$ cat src/rtl/tog_event_decoder.sv
// tog_event_decoder: turns a toggle-encoded level into event pulses, queued in a saturating counter drained by valid/ack.
module tog_event_decoder #(
    parameter int SYNC_STAGES = 2,
    parameter int CNT_W       = 4
) (
    input  logic             clk,
    input  logic             rst,
    input  logic             tog_in,
    input  logic             en,
    input  logic             evt_ack,
    input  logic             ovf_clr,
    output logic             q_sync,
    output logic             evt_pulse,
    output logic             evt_valid,
    output logic [CNT_W-1:0] evt_pending,
    output logic             ovf
);
    typedef enum logic [1:0] {ARM, LOAD, RUN} state_t;
    state_t state;
    logic [SYNC_STAGES-1:0] sync;
    logic [1:0] arm_cnt;
    logic prev, inc, dec, full;
    assign q_sync    = sync[SYNC_STAGES-1];
    assign evt_valid = |evt_pending;
    assign full      = &evt_pending;
    assign inc       = (state == RUN) && (q_sync ^ prev) && en;
    assign dec       = evt_ack && evt_valid;
    // prev tracks q_sync in every state, so LOAD absorbs the level present at arming
    always_ff @(posedge clk or negedge rst) begin
        if (!rst) begin
            state       <= ARM;
            arm_cnt     <= '0;
            sync        <= '0;
            prev        <= 1'b0;
            evt_pulse   <= 1'b0;
            evt_pending <= '0;
            ovf         <= 1'b0;
        end else begin
            sync        <= {sync[SYNC_STAGES-2:0], tog_in};
            prev        <= q_sync;
            evt_pulse   <= inc;
            arm_cnt     <= (state == ARM) ? arm_cnt + 2'd1 : arm_cnt;
            state       <= (state == ARM) ? ((arm_cnt == 2'(SYNC_STAGES-1)) ? LOAD : ARM) : RUN;
            evt_pending <= (inc && !dec && !full) ? evt_pending + 1'b1 :
                           (dec && !inc)          ? evt_pending - 1'b1 : evt_pending;
            ovf         <= (inc && !dec && full) || (ovf && !ovf_clr);
        end
    end
endmodule

$ cat config.mk
export PLATFORM = sky130hd
export DESIGN_NAME = tog_event_decoder
export DESIGN_NICKNAME = d
export VERILOG_FILES = /design/src/rtl/tog_event_decoder.sv
export SDC_FILE = /design/constraint.sdc
export NUM_CORES = 1
export LEC_CHECK = 0
export BUFFER_PORTS_ARGS = -buffer_cell sky130_fd_sc_hd__buf_2
export CORE_AREA = 2 2 39 41
export CTS_CLUSTER_DIAMETER = 30
export DETAILED_ROUTE_END_ITERATION = 8
export DIE_AREA = 0 0 41 43
export PLACE_DENSITY = 0.68
export SLEW_MARGIN = 0
export SYNTH_ARGS = -nofsm -noshare
export SYNTH_HDL_FRONTEND = slang
export SYNTH_SLANG_ARGS = --single-unit
$ cat constraint.sdc
create_clock -name clk -period 5.7 [get_ports clk]
set_input_delay 1.425 -clock clk [delete_from_list [all_inputs] [get_ports clk]]
set_output_delay 1.425 -clock clk [all_outputs]
set_load 0.1 [all_outputs]
==> out/results.ini <==
[setup_path]
cp-start-kind=flip-flop
path_max_fanout=6
r2r_cells=8
critPathKind=flip-flop to output port
cp.required_ps=4280
r2r-end=evt_pending[3]$_DFFE_PN0P_
arrival_ps=1640
worst-r2r-setup-slack_ps=3230
cp-end-kind=output port
r2r-start=evt_pending[0]$_DFFE_PN0P_

[sta]
period_minus_slack_ps=3060
clock.fmax_mhz=327
final_hold_viol_count=0
whs_ps=358
tightest_slew_ps=484
clock_skew_ps=6.60
slew_headroom_pct=68.0
final_max_slew_viol_count=0
finalSetupTns_ps=0
post-route-period-util_pct=53.7
setup_viol=0
rsz0062_at_grt=false

[finish]
regArea_sq_um=325
fillers=132
n_antenna_cell=0
multi_input_area_sq_um=251
finalNetCount=73
syn_to_final_growth_pct=18.3
drive_above_1_share_pct=41.9
most-common-layout-cells=dfrtp_1, buf_2, inv_1
utilization_pct=50.9

[logic_synthesis]
ys_seq_elements=13
syn_avg_cell_area_sq_um=12.9
ys_warn_count=0
synth_area_sq_um=596
netlist_instances=46
synth_fp_nets=56
ys_seq_area_share_pct=54.6
synth_cell_type_count=24

[clock_tree]
clkLatencyLatePin_ps=270
clk_pin_slew_ps=80
cts_buffers=3
clock_sinks=13
clockRootBuffer=clkbuf_4
cts_buffer_depth=2
cts_resized=0
cts_setup_buffers=0
cts_max_level=1
cts_tree=yes
cts_hold_buf=0

[worst_hold_path]
worstHoldStart=sync[0]$_DFF_PN0_
hold_class=flip-flop to flip-flop
hold_depth=0
holdPathEnd=sync[1]$_DFF_PN0_

[floorplanning]
die_area_sq_mm=0.00176
die_h_microns=43
initial_core_util_pct=43.0
std_cell_rows=14
coreArea_sq_mm=0.00138
die_w_microns=41
pin_count=14

[drt]
drt-total-wl_microns=854
first_pass_iters=2
ant_nets=0
viasPerCell=4.78
topRoutingLayerUsed=met4
wl_met3_microns=46
wl_met2_microns=390
first_iter_violations=2
post_drt_wl_per_cell_microns=10.9
drc_errors=0
drt-met1-wl_microns=409
vias=373

[flow_run]
cap_violations=0

[grt]
grt_pass1_vias=343
grtUsageTotal_pct=12.2
grt_remaining_overflow=0
antenna_found_initial=0
grt_max_degree=14
grt_pass1_wl_mm=1.41

[placement]
gp_congestion=0.689
io_buffers=13

[status]
status=complete, no violations

[synthesized netlist by cell type (all sizes together)]
cell type  count  share of area (%)
a21o           1                1.5
a21oi          1               0.84
a32oi          1                1.5
clkbuf         1               0.63
dfrtp         13                 55
fa             1                3.4
ha             3                6.3
inv            4                2.5
mux2           1                2.5
mux2i          1                1.7
nand2          5                4.8
nand3          1                1.7
nand4          1                1.1
nor2           1               0.63
nor3           1                2.7
o21ai          1               0.84
o22ai          1                1.1
or2            2                2.5
or4            1                1.9
xnor2          3                4.4
xor2           2                2.9
[worst max-delay path by stage]
stage | start | endpoint | slack [ps] | depth (start not counted)
after floorplan | evt_pending[0]$_DFFE_PN0P_ | evt_valid | 2620 | 1
after global placement | en | evt_pending[3]$_DFFE_PN0P_ | 2610 | 9
after detailed placement | en | evt_pending[3]$_DFFE_PN0P_ | 2580 | 9
after CTS | evt_pending[0]$_DFFE_PN0P_ | evt_valid | 2630 | 2
after global routing | evt_pending[0]$_DFFE_PN0P_ | evt_valid | 2590 | 2
final | evt_pending[0]$_DFFE_PN0P_ | evt_valid | 2640 | 2
[worst max-delay path, stage by stage, from the launching register on]
cell and delay (ps):
dfrtp_1 460, or4_4 590, buf_2 310
[kinds of logic (layout without fill, tap and decap cells)]
family                     Yosys count  in the layout  synth area share [%]
AOI/OAI and AO/OA                    5              5                  5.67
xor gates and xnor gates             5              5                  7.35
adders and majority gates            4              4                  9.66
buffers and inverters                5             21                  3.15
DFF                                 13             13                  54.6
muxes                                2              2                  4.20
and+or+nand+nor                     12             12                  15.3
[final cells by class]
type,count,share of cell area [%]
repair buffers,13,9.24
inverters,4,2.13
flip-flops and latches,13,46.2
well taps,16,2.84
clock buffers,3,3.20
clock inverters,1,0.710
multi-input cells,28,35.7
[metrics by stage]
stage                     std cells  worst slack (ps)  area (sq um)
after floorplan                  46              2620           596
after global placement           74              2610           677
after detailed placement         74              2580           677
after CTS                        78              2630           704
after global routing             78              2590           704
final                            78              2640           704
[registers in the layout (all words and copies together), names as in the netlist]
signal       flops
evt_pending      4
arm_cnt          2
state            2
sync             2
evt_pulse        1
ovf              1
prev             1
[routing by layer]
layer	vias to the layer above	track usage [%]
met1	175	16.4
met4	0	4.00
met5	-	0
met3	2	6.28
li1	187	-
met2	9	16.6
Power is left out: the tool's default activity adds up to more than one toggle a clock period on the data nets, which glitch-free logic cannot reach.
